**config.mk**
```make
export PLATFORM = sky130hd
export DESIGN_NAME = sc_level_speed_timer
export DESIGN_NICKNAME = d
export VERILOG_FILES = /design/src/rtl/sc_level_speed_timer.sv
export SDC_FILE = /design/constraint.sdc
export NUM_CORES = 1
export LEC_CHECK = 0
export CORE_MARGIN = 3
export CORE_UTILIZATION = 53
export CTS_CLUSTER_DIAMETER = 60
export DETAILED_ROUTE_END_ITERATION = 16
export PLACE_DENSITY = 0.82
export SYNTH_ARGS = -nofsm -noshare
export SYNTH_HDL_FRONTEND = slang
export SYNTH_SLANG_ARGS = --single-unit
```
**constraint.sdc**
```tcl
create_clock -name SC_levelcounter_CLOCK_50 -period 2.5 [get_ports SC_levelcounter_CLOCK_50]
set_input_delay 0.5 -clock SC_levelcounter_CLOCK_50 [delete_from_list [all_inputs] [get_ports SC_levelcounter_CLOCK_50]]
set_output_delay 0.5 -clock SC_levelcounter_CLOCK_50 [all_outputs]
set_load 0.02 [all_outputs]
```
**src/rtl/sc_level_speed_timer.sv**
```systemverilog
// Level-dependent move-tick generator: the tick period shrinks as the level rises,
// and a level change reloads the period and restarts the count from zero.
module sc_level_speed_timer #(
    parameter int LEVEL_WIDTH  = 3,
    parameter int PERIOD_WIDTH = 26,
    parameter int BASE_PERIOD  = 25000000,
    parameter int STEP_PERIOD  = 3000000,
    parameter int MIN_PERIOD   = 2
) (
    input  logic                    SC_levelcounter_CLOCK_50,
    input  logic                    SC_levelcounter_RESET_InHigh,
    input  logic [LEVEL_WIDTH-1:0]  SC_levelspeed_level_InBus,
    input  logic                    SC_levelspeed_run_InLow,
    output logic                    SC_levelspeed_tick_OutLow,
    output logic                    SC_levelspeed_levelchange_OutLow,
    output logic [PERIOD_WIDTH-1:0] SC_levelspeed_period_OutBus
);

    // state    | meaning
    // STOPPED  | count held at 0, no ticks
    // RUNNING  | counting, tick on terminal count
    // RELOAD   | one cycle after a level change, count held at 0
    typedef enum logic [1:0] {
        ST_STOPPED = 2'd0,
        ST_RUNNING = 2'd1,
        ST_RELOAD  = 2'd2
    } state_t;

    // Extra headroom so level*step never wraps before the clamp compare.
    localparam int CALC_W  = PERIOD_WIDTH + LEVEL_WIDTH + 2;
    localparam int MIN_EFF = (MIN_PERIOD < 2) ? 2 : MIN_PERIOD;

    localparam logic [CALC_W-1:0] BASE_W = CALC_W'(BASE_PERIOD);
    localparam logic [CALC_W-1:0] STEP_W = CALC_W'(STEP_PERIOD);
    localparam logic [CALC_W-1:0] MIN_W  = CALC_W'(MIN_EFF);

    function automatic logic [PERIOD_WIDTH-1:0] period_of(input logic [LEVEL_WIDTH-1:0] lvl);
        logic [CALC_W-1:0] reduction;
        reduction = CALC_W'(lvl) * STEP_W;
        if (reduction + MIN_W >= BASE_W)
            period_of = PERIOD_WIDTH'(MIN_W);
        else
            period_of = PERIOD_WIDTH'(BASE_W - reduction);
    endfunction

    localparam logic [PERIOD_WIDTH-1:0] PERIOD_L0 = period_of(LEVEL_WIDTH'(0));

    state_t                  state_q;
    logic [LEVEL_WIDTH-1:0]  level_q;
    logic [PERIOD_WIDTH-1:0] count_q;
    logic [PERIOD_WIDTH-1:0] period_q;
    logic                    tick_q;
    logic                    levelchange_q;

    logic level_change;
    logic terminal;

    assign level_change = (SC_levelspeed_level_InBus != level_q);
    assign terminal     = (count_q == period_q - PERIOD_WIDTH'(1));

    always_ff @(posedge SC_levelcounter_CLOCK_50 or posedge SC_levelcounter_RESET_InHigh) begin
        if (SC_levelcounter_RESET_InHigh) begin
            state_q       <= ST_STOPPED;
            level_q       <= '0;
            count_q       <= '0;
            period_q      <= PERIOD_L0;
            tick_q        <= 1'b1;
            levelchange_q <= 1'b1;
        end else begin
            level_q       <= SC_levelspeed_level_InBus;
            tick_q        <= 1'b1;
            levelchange_q <= 1'b1;
            // A level change outranks run and terminal count, so a coincident tick is dropped.
            if (level_change) begin
                state_q       <= ST_RELOAD;
                period_q      <= period_of(SC_levelspeed_level_InBus);
                count_q       <= '0;
                levelchange_q <= 1'b0;
            end else begin
                case (state_q)
                    ST_STOPPED: begin
                        count_q <= '0;
                        if (!SC_levelspeed_run_InLow)
                            state_q <= ST_RUNNING;
                    end
                    ST_RUNNING: begin
                        if (SC_levelspeed_run_InLow) begin
                            state_q <= ST_STOPPED;
                            count_q <= '0;
                        end else if (terminal) begin
                            count_q <= '0;
                            tick_q  <= 1'b0;
                        end else begin
                            count_q <= count_q + PERIOD_WIDTH'(1);
                        end
                    end
                    ST_RELOAD: begin
                        count_q <= '0;
                        state_q <= SC_levelspeed_run_InLow ? ST_STOPPED : ST_RUNNING;
                    end
                    default: begin
                        state_q <= ST_STOPPED;
                        count_q <= '0;
                    end
                endcase
            end
        end
    end

    assign SC_levelspeed_tick_OutLow        = tick_q;
    assign SC_levelspeed_levelchange_OutLow = levelchange_q;
    assign SC_levelspeed_period_OutBus      = period_q;

endmodule

```
==> results.md <==
* P_sw at 1.48 mW
* Post-Synthesis Cells at 448
* Yosys reg bits at 54
* Core area at 7060 sq um
* RR Endpoint: count_q[1]
* CTS tree: built
* PD cells at 620 nW/um^2
* Layout Cells excl Fill at 670
* Largest family of logic cells by synthesized area: simple AND/OR/NAND/NOR gates
* Dominant cells by area after synthesis: dfrtp_1 25%, dfstp_2 9.2%, xnor2_1 8.3%
* Synth cell types at 63
* Met2 routed WL at 7680 um
* Mapped Area at 3990 sq um
* Worst-Margin Slew at 0.667 ns
* Final #Nets at 602
* Overflow after GRT at 0
* CTS root buf: clkbuf_8
* Initial antenna violation count at 0
* Area leader, netlist: dfrtp_1
* Max-Cap Viols at 0
* Core Rows at 30
* Synth top area share at 25.1%
* Most numerous cell in the Yosys netlist: dfrtp_1
* Tcrit/Tclk final at 115%
* Hold endpoint: state_q[0]
* Drt pass-1 iters at 10
* RSZ-0062 raised after global routing: true
* DR vias/cell at 6.45
* Final Instance Area at 5960 sq um
* Ys async rst share at 100%
* Wirelength per Cell at 22.2 um
* Setup TNS at -13.98 ns
* Worst EP required at 2.74 ns
* Largest net degree at the start of global routing at 29
* Vias in the first global route at 4241
* Logic pwr share at 51.0%
* HP Class: reg -> reg
* R2R cell count at 10
* Total buffers and inverters traversed by the critical path at 4
* Initial DRC Count at 418
* Clock-pin slew on the worst setup and hold paths at 0.10 ns
* Mux cell area share after synthesis at 0.251%
* Mapped Avg Cell Area at 8.90 sq um
* Largest stage delay on the critical path at 0.55 ns
* Crit-path max FO at 3
* Critical path arrival at 3.12 ns
* Area share of and/or/nand/nor cells after synthesis at 23.7%
* Commonest register cell after synthesis: dfrtp_1
* Fmax at 347 MHz
* Leakage at 2.39 nW
* Design Power at 3.70 mW
* Adder-cell share of the synthesized area at 8.16%
* Clk sinks at 54
* Final ANT Viol Nets at 0
* Starting Density at 56.5%
* Clock Path Buffers at 2
* Reg2reg start: SC_levelspeed_period_OutBus[1]
* Kind of critical path: in -> reg
* Hpwl dp at 8050 um
* Switch share at 39.9%
* First-pass GRT wire length at 21200 um
* Critical Path Sink Type: flop
* Setup violators final at 45
* Layout Utilization at 84.5%
* Clock H-tree levels at 2
* Placed cells at 642
* Total GRT Usage at 31.4%
* Metal1 wirelength at 5040 um
* DP Worst Slack at -1.15 ns
* Synth cell count leaders: 40 x dfrtp_1, 38 x xnor2_1, 36 x nand2_1
* Failing checks: negative setup slack
* Clk network pwr share at 16.2%
* Setup slack after layout at -0.382 ns
* N_diodes at 0
* Layout cells sized above 1 at 40.6%
* R2r setup slk at -0.34 ns
* Worst path slowest cell: fa_1
* CP most frequent cell: buf_4
* Die Y-Extent at 92.8 um
* Synth Area in Compound Gates at 14.6%
* Drt drc at 0
* Filler cells at 349
* Final min period at 2.88 ns
* Ys Warns at 0
* CTS Buf Count at 5
* Placement Cell Area at 5120 sq um
* Min-Delay Startpoint: state_q[0]
* Synth Area in XOR/XNOR at 14.1%
* Worst-path cell chain: buf_8 -> fa_1 -> ha_2 -> fa_2 -> a211oi_4 -> o41ai_2 -> xor2_1 -> nor3b_4 -> a21boi_2 -> buf_4 -> buf_4 -> buf_6 -> o22ai_2
* Hold path depth at 1
* IO Port Bufs at 28
* Status: complete, but fails checks
* Clock skew at 0.0106 ns
* EDFF count, synth at 0
* Clk_lat worst skew at 0.32 ns
* Die width at 92.8 um
* Crit path max-delay family: adder cells
* Area grow syn2layout at 49.5%
* Final WL at 14900 um
* Int Pwr at 2.22 mW
* Routability cong. at 0.934
* Final Max Tran Viols at 0
* Seq/Total Area, Yosys at 34.3%
* Max_slew headroom at 55.4%
* Final Hold Vio Count at 0
* Max VDD drop at 0.279 mV
* Top Ports at 34
* Vias post-DR at 4319
* Fin Hold WS at 0.471 ns
* Top sig layer: met4
* Startpoint types: input pin
* Die ar. at 8600 sq um
* WL met3 at 1150 um
* Reg power frac at 32.8%
## registers in the layout (all words and copies together), names as in the netlist
register / count
SC_levelspeed_levelchange_OutLow: 1
SC_levelspeed_period_OutBus: 21
SC_levelspeed_tick_OutLow: 1
count_q: 26
level_q: 3
state_q: 2
## cell type report
class	count	area (sq um)	share of cell area [%]
multi-input combinational	357	3070	51.4
sequential	54	1370	23.0
timing repair buffer	134	1210	20.3
tap	96	120	2.01
inverter	21	86.3	1.45
clock buffer	7	76.3	1.28
clock inverter	1	30.0	0.504
## repair_timing
item | CTS | global route
gates cloned | 4 | 0
pin swaps | 35 | 45
buffers inserted | 16 | 7
gates resized for setup | 82 | 66
hold buffers | 0 | 0
endpoints found under the setup margin | 45 | 45
## per-layer routing
metal,vias to the layer above,global-route usage [%]
met5,-,0
met4,0,16.1
met3,115,4.47
met2,279,60.7
met1,2092,32.4
li1,1833,-
## cells in the final DEF, fill, tap and decap left out, drive strengths merged, types with 6 or more instances in the layout
| cell type | instances |
|---|---|
| ha | 18 |
| nand2b | 7 |
| a21oi | 20 |
| nand4 | 10 |
| and3 | 9 |
| dfstp | 14 |
| clkdlybuf4s50 | 25 |
| xor2 | 26 |
| xnor2 | 38 |
| clkbuf | 7 |
| nor4 | 8 |
| nand3 | 20 |
| dfrtp | 40 |
| buf | 109 |
| nor2 | 31 |
| nor3 | 31 |
| nand2 | 36 |
| o22ai | 6 |
| nor3b | 6 |
| inv | 19 |
| o21ai | 25 |
## worst max path at each step
| stage | from | end | slack (ns) | cells past startpoint |
|---|---|---|---|---|
| 3_5_place_dp | SC_levelspeed_level_InBus[2] | SC_levelspeed_period_OutBus[10] | -1.15 | 12 |
| 4_1_cts | SC_levelspeed_level_InBus[1] | SC_levelspeed_period_OutBus[10] | -0.50 | 14 |
| 3_3_place_gp | SC_levelspeed_level_InBus[2] | SC_levelspeed_period_OutBus[20] | -1.07 | 12 |
| 6_report | SC_levelspeed_level_InBus[0] | SC_levelspeed_period_OutBus[1] | -0.38 | 13 |
| 2_1_floorplan | SC_levelspeed_level_InBus[0] | SC_levelspeed_period_OutBus[10] | -0.49 | 11 |
| 5_1_grt | SC_levelspeed_level_InBus[1] | SC_levelspeed_period_OutBus[22] | -0.45 | 15 |
## logic make-up (layout without fill, tap and decap cells)
group                      after synthesis  count (layout)
DFF                                     54              54
adders and majority gates               23              23
AOI/OAI and AO/OA                       86              86
xor gates and xnor gates                64              64
buffers and inverters                   41             163
muxes                                    1               1
other                                    1               5
and+or+nand+nor                        178             178
## power groups by stage
stage          Clock (mW)  Combinational (mW)  Sequential, mW
6_report            0.599                1.88            1.21
5_1_grt             0.629                1.97            1.24
4_1_cts             0.574                1.70            1.18
3_5_place_dp            0                1.55            1.19
3_3_place_gp            0                1.50            1.19
2_1_floorplan           0               0.737            1.31
(Power assumes the default switching activity.)
